`src/rtl/mem_pkg.sv`:
```
// Shared types for the load/store front-end: size codes, FSM encoding and lane helpers.
package mem_pkg;

    typedef enum logic [1:0] {
        SZ_BYTE     = 2'b00,
        SZ_HALF     = 2'b01,
        SZ_WORD     = 2'b10,
        SZ_WORD_ALT = 2'b11
    } size_e;

    typedef enum logic [2:0] {
        ST_IDLE,
        ST_RD,
        ST_CAP,
        ST_WR,
        ST_RMW_RD,
        ST_RMW_MRG,
        ST_RMW_WR,
        ST_ERR
    } state_e;

    localparam int          MEM_AW_DEF = 8;
    localparam logic [31:0] BYTE_MASK  = 32'h0000_00FF;
    localparam logic [31:0] HALF_MASK  = 32'h0000_FFFF;

    function automatic logic [31:0] lane_mask(input size_e sz);
        case (sz)
            SZ_BYTE: return BYTE_MASK;
            SZ_HALF: return HALF_MASK;
            default: return '1;
        endcase
    endfunction

    // Misaligned low bits are dropped so the access lands on its natural boundary.
    function automatic logic [1:0] align_off(input size_e sz, input logic [1:0] off);
        case (sz)
            SZ_BYTE: return off;
            SZ_HALF: return {off[1], 1'b0};
            default: return 2'b00;
        endcase
    endfunction

endpackage

```
`src/rtl/mem_lane_align.sv`:
```
// Combinational lane steering: load extract/extend and sub-word store merge.
module mem_lane_align
    import mem_pkg::*;
(
    input  size_e       size,
    input  logic [1:0]  off,
    input  logic        sign_ext,
    input  logic [31:0] rword,
    input  logic [31:0] wdata,
    output logic [31:0] load_data,
    output logic [31:0] merge_data
);

    logic [4:0]  sh;
    logic [31:0] mask;
    logic [31:0] shifted;
    logic        msb;

    always_comb begin
        sh        = {off, 3'b000};
        mask      = lane_mask(size);
        shifted   = rword >> sh;
        msb       = (size == SZ_BYTE) ? shifted[7] : shifted[15];
        load_data = shifted & mask;
        if (sign_ext && msb && (size != SZ_WORD))
            load_data = load_data | ~mask;
        merge_data = (rword & ~(mask << sh)) | ((wdata & mask) << sh);
    end

endmodule

```
`src/rtl/mem_access_ctrl.sv`:
```
// Load/store front-end for a word-only SRAM; read-modify-write for sub-word stores.
// Optional MISALIGN_TRAP_EN: misaligned half/word accesses trap with resp_err instead of aligning.
module mem_access_ctrl
    import mem_pkg::*;
#(
    parameter int MEM_AW = MEM_AW_DEF,
    parameter int DW     = 32
) (
    input  logic              clk,
    input  logic              rst,
    input  logic              req_valid,
    output logic              req_ready,
    input  logic              req_we,
    input  logic [1:0]        req_size,
    input  logic              req_signed,
    input  logic [31:0]       req_addr,
    input  logic [DW-1:0]     req_wdata,
    output logic              resp_valid,
    output logic [DW-1:0]     resp_rdata,
    output logic              resp_err,
    output logic              sram_cs,
    output logic              sram_wr,
    output logic              sram_rd,
    output logic [MEM_AW-1:0] sram_addr,
    output logic [DW-1:0]     sram_wdata,
    input  logic [DW-1:0]     sram_rdata
);

    state_e            state, state_nxt;
    size_e             size_in, size_q;
    logic [1:0]        off_q;
    logic              sgn_q;
    logic [DW-1:0]     wdata_q;
    logic              accept, trap;
    logic [31:0]       load_data, merge_data;
    logic              unused_addr_hi;

    logic              ready_n, resp_valid_n, resp_err_n, cs_n, wr_n, rd_n;
    logic [DW-1:0]     resp_rdata_n, wdata_n;
    logic [MEM_AW-1:0] addr_n;

    assign unused_addr_hi = ^req_addr[31:MEM_AW+2];
    assign accept         = req_valid & req_ready;
    assign size_in        = (req_size == SZ_WORD_ALT) ? SZ_WORD : size_e'(req_size);

`ifdef MISALIGN_TRAP_EN
    assign trap = ((size_in == SZ_HALF) && req_addr[0]) ||
                  ((size_in == SZ_WORD) && (req_addr[1:0] != 2'b00));
`else
    assign trap = 1'b0;
`endif

    mem_lane_align u_align (
        .size       (size_q),
        .off        (off_q),
        .sign_ext   (sgn_q),
        .rword      (sram_rdata),
        .wdata      (wdata_q),
        .load_data  (load_data),
        .merge_data (merge_data)
    );

    always_ff @(posedge clk) begin
        if (rst) state <= ST_IDLE;
        else     state <= state_nxt;
    end

    always_comb begin
        state_nxt = state;
        case (state)
            ST_IDLE: begin
                if (accept) begin
                    if (trap)                  state_nxt = ST_ERR;
                    else if (!req_we)          state_nxt = ST_RD;
                    else if (size_in == SZ_WORD) state_nxt = ST_WR;
                    else                       state_nxt = ST_RMW_RD;
                end
            end
            ST_RD:      state_nxt = ST_CAP;
            ST_RMW_RD:  state_nxt = ST_RMW_MRG;
            ST_RMW_MRG: state_nxt = ST_RMW_WR;
            default:    state_nxt = ST_IDLE;
        endcase
    end

    // Outputs are computed from the next state so every port comes straight off a flop.
    always_comb begin
        ready_n      = (state_nxt == ST_IDLE);
        resp_valid_n = (state != ST_IDLE) && (state_nxt == ST_IDLE);
        rd_n         = (state_nxt == ST_RD) || (state_nxt == ST_RMW_RD);
        wr_n         = (state_nxt == ST_WR) || (state_nxt == ST_RMW_WR);
        cs_n         = rd_n | wr_n;
        resp_rdata_n = resp_rdata;
        if (state == ST_CAP)   resp_rdata_n = load_data;
        else if (resp_valid_n) resp_rdata_n = '0;
`ifdef MISALIGN_TRAP_EN
        resp_err_n   = (state == ST_ERR);
`else
        resp_err_n   = 1'b0;
`endif
        addr_n       = accept ? req_addr[MEM_AW+1:2] : sram_addr;
        wdata_n      = sram_wdata;
        if (accept)                    wdata_n = req_wdata;
        else if (state == ST_RMW_MRG)  wdata_n = merge_data;
    end

    always_ff @(posedge clk) begin
        if (rst) begin
            req_ready  <= 1'b1;
            resp_valid <= 1'b0;
            resp_rdata <= '0;
            resp_err   <= 1'b0;
            sram_cs    <= 1'b0;
            sram_wr    <= 1'b0;
            sram_rd    <= 1'b0;
            sram_addr  <= '0;
            sram_wdata <= '0;
            size_q     <= SZ_BYTE;
            off_q      <= 2'b00;
            sgn_q      <= 1'b0;
            wdata_q    <= '0;
        end else begin
            req_ready  <= ready_n;
            resp_valid <= resp_valid_n;
            resp_rdata <= resp_rdata_n;
            resp_err   <= resp_err_n;
            sram_cs    <= cs_n;
            sram_wr    <= wr_n;
            sram_rd    <= rd_n;
            sram_addr  <= addr_n;
            sram_wdata <= wdata_n;
            if (accept) begin
                size_q  <= size_in;
                off_q   <= align_off(size_in, req_addr[1:0]);
                sgn_q   <= req_signed;
                wdata_q <= req_wdata;
            end
        end
    end

endmodule

```
`config.mk`:
```
export PLATFORM = sky130hd
export DESIGN_NAME = mem_access_ctrl
export DESIGN_NICKNAME = d
export VERILOG_FILES = /design/src/rtl/mem_pkg.sv /design/src/rtl/mem_lane_align.sv /design/src/rtl/mem_access_ctrl.sv
export SDC_FILE = /design/constraint.sdc
export NUM_CORES = 1
export LEC_CHECK = 0
export ABC_AREA = 1
export BUFFER_PORTS_ARGS = -buffer_cell sky130_fd_sc_hd__buf_4
export CORE_MARGIN = 4
export CORE_UTILIZATION = 40
export DETAILED_ROUTE_END_ITERATION = 8
export GPL_TIMING_DRIVEN = 0
export PLACE_DENSITY = 0.67
export SYNTH_ARGS = -nofsm -noshare
export SYNTH_HDL_FRONTEND = slang
export SYNTH_SLANG_ARGS = --single-unit
export TNS_END_PERCENT = 30
```
`constraint.sdc`:
```
create_clock -name clk -period 2.26 [get_ports clk]
set_input_delay 0.113 -clock clk [delete_from_list [all_inputs] [get_ports clk]]
set_output_delay 0.113 -clock clk [all_outputs]
set_load 0.01 [all_outputs]
```
-- Word-level counts from Yosys, hierarchy flattened
Cells that the tools add are included.
W data, S select, Z words.
- word-level logic and storage cells: 63
- memory bits (read-only): 0
- input port bits: 103
- bits in latches: 0
- RAM bits: 0
- register bits: 117
- memories kept: 0
- eq/ne operators: 13
- shifts and indexed selects: 3
- reductions and logical operators: 12
- multiplexer cells: 13
- div/mod/pow operators: 0
- multipliers: 0
- bitwise operators: 9
- $add $sub $neg: 0
- order comparisons: 0
- operator list (operator ; number):
    $mux W32 ; 5
    $and A32 B32 Y32 ; 3
    $not A32 Y32 ; 2
    $or A32 B32 Y32 ; 2
    $pmux W32 S2 ; 1
    $shl A32 B5 Y32 ; 2
    $shr A32 B5 Y32 ; 1
    $eq A3 B3 Y1 const B ; 4
    $pmux W3 S4 ; 1
    $mux W3 ; 3
    $eq A3 B1 Y1 const B ; 2
    $eq A3 B2 Y1 const B ; 2
    $logic_not A3 Y1 ; 2
    $eq A2 B1 Y1 const B ; 2
    $eq A2 B2 Y1 const B ; 2
    $logic_not A2 Y1 ; 2
    $pmux W2 S2 ; 1
    $reduce_bool A2 Y1 ; 2
    $logic_and A1 B1 Y1 ; 3
    $reduce_bool A3 Y1 ; 1
    $logic_or A1 B1 Y1 ; 2
    $mux W2 ; 1
    $ne A2 B2 Y1 const B ; 1
    $and A1 B1 Y1 ; 1
    2 further kinds ; 2

-- Logic depth before layout (Yosys ltp)
- depth in word-level cells: 11
- gate-level depth with buffers: 12
- mapped depth without buffers: 10

-- Cells and area by module
Synthesis repeated with hierarchy kept, for this count alone.
- cell total of the unflattened synthesis: 815
- area, all modules: 5640.4 µm²
- modules (own cells, without submodules) (module ; cells each ; times used ; area an instance (µm²)):
    mem_access_ctrl ; 525 ; 1 ; 4280.4
    mem_lane_align ; 290 ; 1 ; 1360.1

-- Worst setup path before layout
OpenSTA, ideal clock, no wires.
- path type: register to register
- start point: register off_q[0]
- end point: register sram_wdata[24]
- stages on the path, launching flop included: 10
- setup time: 0.116 ns
- arrival: 1.221 ns
- path buffers: 3
- path slack: 0.923 ns
- cells stage by stage: dfxtp_1 > buf_6 > buf_4 > buf_2 > nand2_1 > o21ai_0 > a21boi_0 > nand3_1 > o211ai_1 > inv_1
- cells in the longest elaborated chain, start to end: 6
- ends and longest elaborated chain (what ; RTL line ; source):
    start: declaration ; mem_access_ctrl.sv:31 ; logic [1:0] off_q;
    start signal: assignment ; mem_access_ctrl.sv:134 ; off_q <= align_off(size_in, req_addr[1:0]);
    $shl A32 B5 Y32 ; mem_lane_align.sv:27 ; merge_data = (rword & ~(mask << sh)) | ((wdata & mask) << sh);
    $not A32 Y32 ; mem_lane_align.sv:27 ;
    $and A32 B32 Y32 ; mem_lane_align.sv:27 ;
    $or A32 B32 Y32 (*) ; mem_lane_align.sv:27 ;
    $mux W32 (*) ; mem_access_ctrl.sv:104 ; else if (state == ST_RMW_MRG) wdata_n = merge_data;
    $mux W32 (*) ; mem_access_ctrl.sv:103 ; if (accept) wdata_n = req_wdata;
    end signal: assignment ; mem_access_ctrl.sv:131 ; sram_wdata <= wdata_n;
    end: declaration ; mem_access_ctrl.sv:25 ; output logic [DW-1:0] sram_wdata,
Every way passes the cells marked *; elsewhere a longest branch is shown, timed or not. The select of a mux whose other input is x is not followed.
A chain may end at the register's enable or synchronous reset.

-- Worst setup path in the final report
- start point: register state[1]
- end point: register sram_wdata[18]
- cells in the longest elaborated chain, start to end: 2
- ends and longest elaborated chain (what ; RTL line ; source):
    start: declaration ; mem_access_ctrl.sv:29 ; state_e state, state_nxt;
    start signal: assignment ; mem_access_ctrl.sv:65 ; else state <= state_nxt;
    $eq A3 B3 Y1 ; mem_access_ctrl.sv:104 ;
    $reduce_bool A2 Y1 (no source line) ; n/a ;
Every way passes these cells.

==> flow_summary_export.csv <==
group,metric,value,unit
final_layout,diodes,0,
global_route,track_usage,27.93,%
pwr,powerDensity,861.0,mW/mm^2
die,row_count,43,
worst_hold_path,hold_class,"in2reg",
detailed_routing,wl_per_cell,18.24,um
placement,place_area,0.007094,sq mm
die,fp.dieArea,0.01622,sq mm
sta,finClkSkew,0.007906,ns
critical_path,crit_path_end_kind,"flip-flop",
detailed_routing,drtIter0Drc,504,
critical_path,r2r_cells,7,
final_layout,area_growth,41.68,%
die,die_w,127.4,um
clock_tree,cts-root-buf,"clkbuf_16",
die,die_h,127.4,um
critical_path,worstPathRequired,2.55,ns
detailed_routing,wl,22.60,mm
synth,synthesis.nets,938,
detailed_routing,via_per_inst,5.274,
critical_path,r2r_start,"state[1]",
clock_tree,clock-sinks,117,
detailed_routing,drc,0,
die,start_util,40.89,%
global_route,grt_pass1_vias,6317,
final_layout,fin_area,0.008073,sq mm
global_route,grt.overflow.total,0,
final_layout,n_fill_cell,1394,
run,cap_violations,0,
placement,gp_congestion,0.9606,
clock_tree,htree_levels,4,
critical_path,critPathArrivalTime,2.28,ns
sta,worstMarginPinSlew,0.7122,ns
synth,syn-instance-count,835,
final_layout,multi_input_area,0.002849,sq mm
synth,ys_ff_latch,117,
sta,holdWs,0.01495,ns
global_route,antenna_found_initial,0,
clock_tree,cts_max_path_buffers,2,
global_route,grt_max_degree,17,
outcome,status,"complete, no violations",
detailed_routing,vias,6535,
final_layout,drive_gt1_share,21.44,%
critical_path,critPathLaunchType,"flip-flop",
clock_tree,numCtsBuffers,17,
global_route,grt_pass1_wl,34.56,mm
die,core,0.01393,sq mm
pwr,leakage,3.549,nW
detailed_routing,ant_nets,0,
sta,timing.final.crit_period,1.988,ns
clock_tree,clk_pin_slew,0.05,ns
critical_path,critPathLaunch,"state[1]",
clock_tree,clock_latency,0.42,ns
sta,setup_viol,0,
placement,port-buffer-count,156,
final_layout,fin_cells,1239,
synth,syn_area,0.005698,sq mm
final_layout,final_cell_mix,"nand2_1 (275), buf_4 (159), dfxtp_1 (117), a21oi_1 (86), nor2_1 (56)",
synth,yosysWarnings,0,
placement,hpwl,17.15,mm
critical_path,cp_max_fo,10,
final_layout,final_nets,1153,
clock_tree,tritoncts,"yes",
sta,setup_tns,0,ns
sta,timing.final.hold_violations,0,
placement,dp_cells,1171,
synth,synth-edff-count,0,
sta,period_share,87.95,%
final_layout,layout_commonest_cell,"nand2_1",
synth,avgSynthCellArea,6.824,sq um
sta,maxSlewViolCount,0,
detailed_routing,detail_route.first_pass.iterations,5,
clock_tree,post_cts_buffers,0,
critical_path,worst-r2r-setup-slack,0.27,ns
synth,synth_flop_cell,"dfxtp_1",
synth,yosysSeqAreaShare,41.11,%
die,num_io_pins,181,
synth,synthDistinctLibCells,37,
sta,rsz0062_at_grt,"false",
synth,synthArstFlopShare,0,%
critical_path,critPathCapture,"sram_wdata[18]",
sta,relSlewSlack,52.52,%
final_layout,fin_util,57.93,%
critical_path,r2r-end,"sram_wdata[18]",
pwr,ir_drop,0.5490,mV
final_layout,layout.area.seq,0.002342,sq mm
critical_path,worstSetupPathType,"reg2reg",
sta,fmax,503.1,MHz
-- layout make-up --
type,instances,area share (%)
plain buffers,56,3.534
clock buffers,23,5.921
clock inverters,5,1.240
inverters,57,2.743
multi-input cells,605,35.29
flip-flops and latches,117,29.01
well taps,180,2.790
repair buffers,196,19.47
-- report_power, final --
group | switching, W | internal, W
clock network | 0.000904 | 0.00179
registers | 0.000142 | 0.00231
logic | 0.00112 | 0.000691
total | 0.00216 | 0.00479
-- worst min path at each step --
stage                        startpoint            to  slack [ns]  depth (start not counted)
final                     req_wdata[27]   wdata_q[27]        0.01                          3
after global routing        req_addr[0]      off_q[0]        0.03                          3
after CTS                 req_wdata[27]   wdata_q[27]       0.002                          3
after detailed placement    req_size[0]     size_q[0]        0.38                          3
after global placement      req_addr[6]  sram_addr[4]        0.36                          3
after floorplan             req_addr[1]      off_q[1]        0.26                          2
-- worst max-delay path: stages (launching register included) --
cell and delay, ns:
dfxtp_1 0.35, inv_2 0.17, nand3_1 0.30, clkbuf_1 0.36, nor3_1 0.34, o211ai_1 0.18, nand2_1 0.09, a21oi_1 0.05
-- sequential cells by signal, indices dropped and copies added (netlist names) --
signal and cells:
off_q 2, req_ready 1, resp_rdata 32, resp_valid 1
sgn_q 1, size_q 2, sram_addr 8, sram_cs 1
sram_rd 1, sram_wdata 32, sram_wr 1, state 3
wdata_q 32
-- cells by family (layout without fill, tap and decap cells) --
group,count (synthesis),in the layout,share of synthesized area (%)
flops,117,117,41.11
compound gates,212,212,21.70
simple gates,392,392,28.24
other cells,1,1,0.06581
buf+inv,113,337,8.893
-- cells in the mapped netlist, types with 2 or more instances --
master     number  area [sq um]
a21boi_0        8         60.06
a21oi_1        86         430.4
a21oi_2         8         70.07
a22oi_1         2         15.01
a31oi_1        18         112.6
buf_1          10         37.54
buf_2          15         75.07
buf_4           3         22.52
buf_6           6         67.56
clkbuf_1       22         82.58
dfxtp_1       117          2342
inv_1          49         183.9
inv_2           5         18.77
nand2_1       275          1032
nand3_1        46         230.2
nor2_1         56         210.2
nor2_4          2         22.52
nor3_1          6         30.03
o2111ai_1       7         61.31
o211ai_1       13         97.59
o21ai_0        54         270.3
o21ai_1         5         25.02
o221ai_1        7         61.31
o22ai_1         2         12.51
-- timing repair --
item,CTS,global route
gates resized for setup,0,0
hold buffers,40,0
hold endpoints to repair,47,0
-- metrics by stage --
step	setup WS (ns)	power [W]
5_1_grt	0.1564	0.007258
4_1_cts	0.3134	0.006945
3_3_place_gp	0.3447	0.004196
2_1_floorplan	0.9231	0.003444
6_report	0.2724	0.006951
3_5_place_dp	0.3232	0.004208
-- routing by layer --
layer | part of all wire (%) | track usage (%) | wire length (um) | vias to the layer above
li1 | - | - | - | 3190
met1 | 44 | 37.45 | 9919 | 2979
met2 | 44 | 42.89 | 9985 | 312
met3 | 8.8 | 6.773 | 1981 | 54
met4 | 3.2 | 12.05 | 718 | 0
met5 | 0 | 0 | 0 | -
No activity file was read; power rests on OpenSTA's default activity.
